### config.mk
export PLATFORM = sky130hd
export DESIGN_NAME = rc_command_decoder_flat
export DESIGN_NICKNAME = d
export VERILOG_FILES = /design/src/rtl/rc_command_decoder_if.sv /design/src/rtl/rc_command_decoder.sv /design/src/flat_wrapper.sv
export SDC_FILE = /design/constraint.sdc
export NUM_CORES = 1
export LEC_CHECK = 0
export ABC_AREA = 1
export ABC_CLOCK_PERIOD_IN_PS = 2000
export CAP_MARGIN = 20
export CORE_AREA = 2 2 81 83
export CTS_BUF_LIST = sky130_fd_sc_hd__clkbuf_16
export DETAILED_ROUTE_END_ITERATION = 10
export DIE_AREA = 0 0 83 85
export GPL_ROUTABILITY_DRIVEN = 1
export SYNTH_ARGS = -nofsm -noshare
export SYNTH_HDL_FRONTEND = slang
export SYNTH_SLANG_ARGS = --single-unit
### constraint.sdc
create_clock -name clk_125mhz -period 2 [get_ports clk_125mhz]
set_input_delay 0.2 -clock clk_125mhz [delete_from_list [all_inputs] [get_ports clk_125mhz]]
set_output_delay 0.2 -clock clk_125mhz [all_outputs]
set_load 0.005 [all_outputs]
### src/rtl/rc_command_decoder_if.sv
// Bundled serial-in / command-out signals of the RC command decoder.
// Pulses: cmd_valid, frame_err and timeout are single-cycle strobes with no ready/backpressure; direction is level.
interface rc_command_decoder_if;
    logic       rx;
    logic [4:0] direction;
    logic       cmd_valid;
    logic       frame_err;
    logic       timeout;
    logic [2:0] rx_state;

    modport master (
        output rx,
        input  direction, cmd_valid, frame_err, timeout, rx_state
    );

    modport slave (
        input  rx,
        output direction, cmd_valid, frame_err, timeout, rx_state
    );
endinterface

### src/rtl/rc_command_decoder.sv
// UART 8N1 receiver that decodes ASCII drive letters into a one-hot direction code.
// Optional link-loss watchdog forcing STOP is built when RC_CMD_WATCHDOG_EN is defined.
module rc_command_decoder #(
    parameter int CLK_HZ     = 125_000_000,
    parameter int BAUD       = 9600,
    parameter int TIMEOUT_MS = 500
) (
    input  logic                 clk_125mhz,
    input  logic                 reset,
    rc_command_decoder_if.slave  bus
);
    localparam int CLKS_PER_BIT = CLK_HZ / BAUD;
    localparam int HALF         = CLKS_PER_BIT / 2;
    localparam int CNT_W        = $clog2(CLKS_PER_BIT + 1);
    localparam logic [CNT_W-1:0] BIT_LAST  = CNT_W'(CLKS_PER_BIT - 1);
    localparam logic [CNT_W-1:0] HALF_LAST = CNT_W'(HALF - 1);

    localparam logic [2:0] ST_IDLE      = 3'd0;
    localparam logic [2:0] ST_START     = 3'd1;
    localparam logic [2:0] ST_DATA      = 3'd2;
    localparam logic [2:0] ST_STOP      = 3'd3;
    localparam logic [2:0] ST_WAIT_IDLE = 3'd4;

    localparam logic [4:0] DIR_FORWARD  = 5'b00001;
    localparam logic [4:0] DIR_BACKWARD = 5'b00010;
    localparam logic [4:0] DIR_LEFT     = 5'b00100;
    localparam logic [4:0] DIR_RIGHT    = 5'b01000;
    localparam logic [4:0] DIR_STOP     = 5'b10000;

    logic             rx_meta, rx_sync;
    logic [2:0]       state;
    logic [CNT_W-1:0] clk_cnt;
    logic [2:0]       bit_cnt;
    logic [7:0]       shift_q;
    logic [4:0]       dec_dir;
    logic             dec_hit;
    logic             stop_sample, load, bad_stop, wd_fire;
    logic [4:0]       direction_q;
    logic             cmd_valid_q, frame_err_q, timeout_q;

    always_ff @(posedge clk_125mhz) begin
        if (reset) begin
            rx_meta <= 1'b1;
            rx_sync <= 1'b1;
        end else begin
            rx_meta <= bus.rx;
            rx_sync <= rx_meta;
        end
    end

    always_ff @(posedge clk_125mhz) begin
        if (reset) begin
            state   <= ST_IDLE;
            clk_cnt <= '0;
            bit_cnt <= '0;
            shift_q <= '0;
        end else begin
            case (state)
                ST_IDLE: begin
                    if (!rx_sync) begin
                        state   <= ST_START;
                        clk_cnt <= '0;
                        bit_cnt <= '0;
                    end
                end
                ST_START: begin
                    // Mid-start-bit recheck rejects short low glitches.
                    if (clk_cnt == HALF_LAST) begin
                        clk_cnt <= '0;
                        state   <= rx_sync ? ST_IDLE : ST_DATA;
                    end else begin
                        clk_cnt <= clk_cnt + 1'b1;
                    end
                end
                ST_DATA: begin
                    if (clk_cnt == BIT_LAST) begin
                        clk_cnt <= '0;
                        shift_q <= {rx_sync, shift_q[7:1]};
                        bit_cnt <= bit_cnt + 1'b1;
                        if (bit_cnt == 3'd7) state <= ST_STOP;
                    end else begin
                        clk_cnt <= clk_cnt + 1'b1;
                    end
                end
                ST_STOP: begin
                    if (clk_cnt == BIT_LAST) begin
                        clk_cnt <= '0;
                        state   <= rx_sync ? ST_IDLE : ST_WAIT_IDLE;
                    end else begin
                        clk_cnt <= clk_cnt + 1'b1;
                    end
                end
                ST_WAIT_IDLE: begin
                    if (rx_sync) state <= ST_IDLE;
                end
                default: state <= ST_IDLE;
            endcase
        end
    end

    always_comb begin
        dec_hit = 1'b1;
        dec_dir = DIR_STOP;
        case (shift_q)
            8'h46, 8'h66: dec_dir = DIR_FORWARD;
            8'h42, 8'h62: dec_dir = DIR_BACKWARD;
            8'h4C, 8'h6C: dec_dir = DIR_LEFT;
            8'h52, 8'h72: dec_dir = DIR_RIGHT;
            8'h53, 8'h73: dec_dir = DIR_STOP;
            default:      dec_hit = 1'b0;
        endcase
    end

    assign stop_sample = (state == ST_STOP) && (clk_cnt == BIT_LAST);
    assign load        = stop_sample && rx_sync && dec_hit;
    assign bad_stop    = stop_sample && !rx_sync;

`ifdef RC_CMD_WATCHDOG_EN
    localparam int TIMEOUT_CYCLES = (CLK_HZ / 1000) * TIMEOUT_MS;
    localparam int WD_W = $clog2(TIMEOUT_CYCLES + 1);
    localparam logic [WD_W-1:0] WD_LAST = WD_W'(TIMEOUT_CYCLES - 1);
    localparam logic [WD_W-1:0] WD_SAT  = WD_W'(TIMEOUT_CYCLES);

    logic [WD_W-1:0] wd_cnt;

    // Counter parks one past the expiry value so the timeout fires only once.
    always_ff @(posedge clk_125mhz) begin
        if (reset || load) wd_cnt <= '0;
        else if (wd_cnt != WD_SAT) wd_cnt <= wd_cnt + 1'b1;
    end

    assign wd_fire = (wd_cnt == WD_LAST) && !load;
`else
    assign wd_fire = 1'b0;
`endif

    always_ff @(posedge clk_125mhz) begin
        if (reset) begin
            direction_q <= DIR_STOP;
            cmd_valid_q <= 1'b0;
            frame_err_q <= 1'b0;
            timeout_q   <= 1'b0;
        end else begin
            cmd_valid_q <= load;
            frame_err_q <= bad_stop;
            timeout_q   <= wd_fire;
            if (load)         direction_q <= dec_dir;
            else if (wd_fire) direction_q <= DIR_STOP;
        end
    end

    assign bus.direction = direction_q;
    assign bus.cmd_valid = cmd_valid_q;
    assign bus.frame_err = frame_err_q;
    assign bus.timeout   = timeout_q;
    assign bus.rx_state  = state;
endmodule

### src/flat_wrapper.sv
// flat-port wrapper written by rule: the top's interface ports become plain ports
module rc_command_decoder_flat 
#(
    parameter int CLK_HZ     = 125_000_000,
    parameter int BAUD       = 9600,
    parameter int TIMEOUT_MS = 500
)
  (clk_125mhz, reset, bus_rx, bus_direction, bus_cmd_valid, bus_frame_err, bus_timeout, bus_rx_state);
  rc_command_decoder_if bus_i ();
  input  logic clk_125mhz;
  input  logic reset;
  input wire logic [$bits(bus_i.rx)-1:0] bus_rx;
  output wire logic [$bits(bus_i.direction)-1:0] bus_direction;
  output wire logic [$bits(bus_i.cmd_valid)-1:0] bus_cmd_valid;
  output wire logic [$bits(bus_i.frame_err)-1:0] bus_frame_err;
  output wire logic [$bits(bus_i.timeout)-1:0] bus_timeout;
  output wire logic [$bits(bus_i.rx_state)-1:0] bus_rx_state;
  assign bus_i.rx = bus_rx;
  assign bus_direction = bus_i.direction;
  assign bus_cmd_valid = bus_i.cmd_valid;
  assign bus_frame_err = bus_i.frame_err;
  assign bus_timeout = bus_i.timeout;
  assign bus_rx_state = bus_i.rx_state;
  rc_command_decoder #(.CLK_HZ(CLK_HZ), .BAUD(BAUD), .TIMEOUT_MS(TIMEOUT_MS)) u_core (.clk_125mhz(clk_125mhz), .reset(reset), .bus(bus_i));
endmodule
==> results.yml <==
setup_path:
  worstSetupPathType: "flop to output pin"
  cp_cell_sequence: "clkdlybuf4s50_1"
  cp_top_family: "flip-flops"
  r2r_slack_ns: 0.39
  cp_data_required_time_ns: 1.80
  worst_setup_path_start_kind: "flop"
  endpoint_kind: "output pin"
  slowest_stage_delay_on_critical_path_ns: 0.58
  crit_arrival_ns: 1.44
  worst-path-buf-inv: 1
  crit_slowest_cell: "dfxtp_1"
  critical_path_peak_fanout: 9
global_route:
  gr-usage-all-layers_pct: 13.4
  grt_pass1_vias: 1767
  grt-ovfl-total: 0
  grt_start_max_net_pins: 21
  grt_pass1_wl_mm: 7.85
  grt_antenna_before_repair: 0
sta:
  grt_setup_unrepaired: "no"
  timing.fmax_mhz: 609
  post-route-min-period_ns: 1.64
  setup_tns_ns: 0
  tightestPinTransition_ns: 0.612
  slew_viol_final: 0
  final_cycle_utilization_of_the_critical_path_pct: 82.1
  max_slew_headroom_pct: 59.2
  report.final.setup_viol: 0
  final_hold_viol_count: 0
  finClkSkew_ns: 0.00590
  fin_ws_ns: 0.359
die:
  row_count: 29
  dieHeight_um: 85
  fp.dieW_um: 83
  num_io_pins: 14
  core_mm2: 0.00620
  initial_utilization_pct: 33.9
  fp.dieArea_mm2: 0.00706
pwr:
  p_leak_nw: 1.01
  post-layout-total-power_mw: 2.44
  seq_power_share_pct: 35.3
  p_per_area_mw_per_mm2: 995
  power.switching_mw: 0.843
  peakVddDrop_v: 0.000510
  power.clock.fraction_pct: 36.2
  pwr-share-comb_pct: 28.5
  internal-power_mw: 1.60
  switching_share_pct: 34.5
cts:
  htreeDepth: 2
  tritoncts: "done"
  cts_root_buffer: "clkbuf_16"
  cts.reportedPaths.clkPinSlew_ns: 0.06
  cts.sink_count: 37
  clock_tree.buffer_depth: 2
  number_of_buffers_added_by_the_clock_tree_synthesis_step: 5
  clock_insertion_delay_worst_skew_ns: 0.28
  cts_hold_repair.buffers: 0
  post_cts_buffers: 0
  post_cts_resized: 0
yosys:
  edff_count_synth: 0
  synthCells: 318
  async_reset_ff_share_pct: 0
  synth_area_mm2: 0.00210
  post_synth.cell_area_avg_um2: 6.61
  syn_nets: 325
  synth_cell_type_count: 33
  synth_top_flop_cell: "dfxtp_1"
  ys_seq_area_share_pct: 35.2
  synth.yosys.warnings: 0
  yosys_register_bits: 37
placement:
  dp_hpwl_mm: 3.36
  dp_worst_setup_slack_ns: 0.407
  place_congestion: 0.904
  placed_instances: 403
  placedInstanceArea_mm2: 0.00229
  port-buffer-count: 12
routing:
  vias: 1928
  finalWirelength_mm: 4.60
  drc: 0
  pre_antenna_drt_iters: 4
  detail_route.iter0.violations: 102
  route.antenna.remaining_nets: 0
  vias_per_cell: 4.70
  routedWlPerCell_um: 11.2
finish:
  antenna_cells_inserted: 0
  total_non_filler_cell_area_in_the_finished_layout_mm2: 0.00245
  finish.cell_count_without_fillers: 410
  post_route_cells_drive_above_1_share_pct: 13.5
  areaGrowthSynthToFinish_pct: 16.7
  final_nets: 340
worst_hold_path:
  min-delay-path-class: "flop to flop"
run_status:
  status: "finished, final reports clean"
job:
  max_cap_viol_count: 0
## cells in the final DEF, fill, tap and decap left out, types with 3 or more instances in the layout
cell / netlist / layout
o21ai_0: 12 / 12
nor3_1: 6 / 6
nand2_1: 75 / 75
nor2_1: 47 / 47
inv_2: 5 / 5
nand3_1: 19 / 19
nand3_2: 4 / 4
inv_1: 39 / 39
ha_1: 4 / 4
clkbuf_16: 0 / 5
nand2_2: 9 / 9
nand3b_1: 3 / 3
dfxtp_1: 37 / 37
nand4_1: 7 / 7
clkdlybuf4s50_1: 0 / 12
a21oi_1: 18 / 18
nor2_2: 7 / 7
## stage by stage
| step | hold slack (ns) | util [%] |
|---|---|---|
| 4_1_cts | 0.420 | 39.5 |
| 3_5_place_dp | 0.402 | 37.0 |
| 6_report | 0.415 | 39.5 |
| 2_1_floorplan | 0.304 | - |
| 3_3_place_gp | 0.403 | 37.0 |
| 5_1_grt | 0.435 | 39.5 |
## worst paths after layout
| path | from | to | cells past startpoint |
|---|---|---|---|
| worst max-delay path | u_core.bus.rx_state[0] | bus_rx_state[0] | 1 |
| worst min-delay path | u_core.rx_meta | u_core.rx_sync | 1 |
| worst max register to register | u_core.clk_cnt[0] | u_core.clk_cnt[4] | 8 |
| worst min register to register | u_core.rx_meta | u_core.rx_sync | 1 |
## synth_stat cells (3+ instances only)
master / number / area (µm²)
a21oi_1: 18 / 90.1
buf_4: 3 / 22.5
dfxtp_1: 37 / 741
ha_1: 4 / 50.1
inv_1: 39 / 146
inv_2: 5 / 18.8
nand2_1: 75 / 282
nand2_2: 9 / 56.3
nand3_1: 19 / 95.1
nand3_2: 4 / 40.0
nand3b_1: 3 / 22.5
nand4_1: 7 / 43.8
nor2_1: 47 / 176
nor2_2: 7 / 43.8
nor3_1: 6 / 30.0
o21ai_0: 12 / 60.1
## power groups by stage
stage / Sequential [mW] / Combinational [mW] / Clock [mW]
after global routing: 0.872 / 0.773 / 0.940
final: 0.863 / 0.695 / 0.884
after CTS: 0.862 / 0.695 / 0.904
after floorplan: 0.845 / 0.569 / 0
after global placement: 0.877 / 0.704 / 0
after detailed placement: 0.878 / 0.695 / 0
## state kept, by name, summed over array words and instances (netlist names), 3 cells and up
signal and count:
u_core.clk_cnt 14, u_core.bit_cnt 3, u_core.shift_q 8, u_core.bus.direction 5, u_core.bus.rx_state 3
## cells by family (layout without fill, tap and decap cells)
group | after synthesis | after routing | synth area share (%)
simple gates | 186 | 186 | 41.5
buf+inv | 51 | 66 | 10.1
xor+xnor | 1 | 1 | 0.416
other cells | 1 | 1 | 0.178
flops | 37 | 37 | 35.2
fa+ha+maj | 4 | 4 | 2.38
compound gates | 38 | 38 | 10.2
## cell type report
type / instances / area (µm²)
Clock buffer: 5 / 125
Clock inverter: 2 / 35.0
Fill cell: 637 / 3750
Inverter: 45 / 171
Multi-Input combinational cell: 230 / 1150
Sequential cell: 37 / 741
Tap cell: 77 / 96.3
Timing Repair Buffer: 14 / 135
## layer usage
| layer | track usage [%] | routed length, µm | vias to the layer above |
|---|---|---|---|
| met5 | 0 | 0 | - |
| li1 | - | - | 1034 |
| met2 | 21.3 | 2050 | 35 |
| met1 | 17.9 | 2310 | 852 |
| met4 | 4.92 | 55 | 0 |
| met3 | 2.92 | 186 | 7 |
Note: power is estimated with default switching activity, not from simulation.
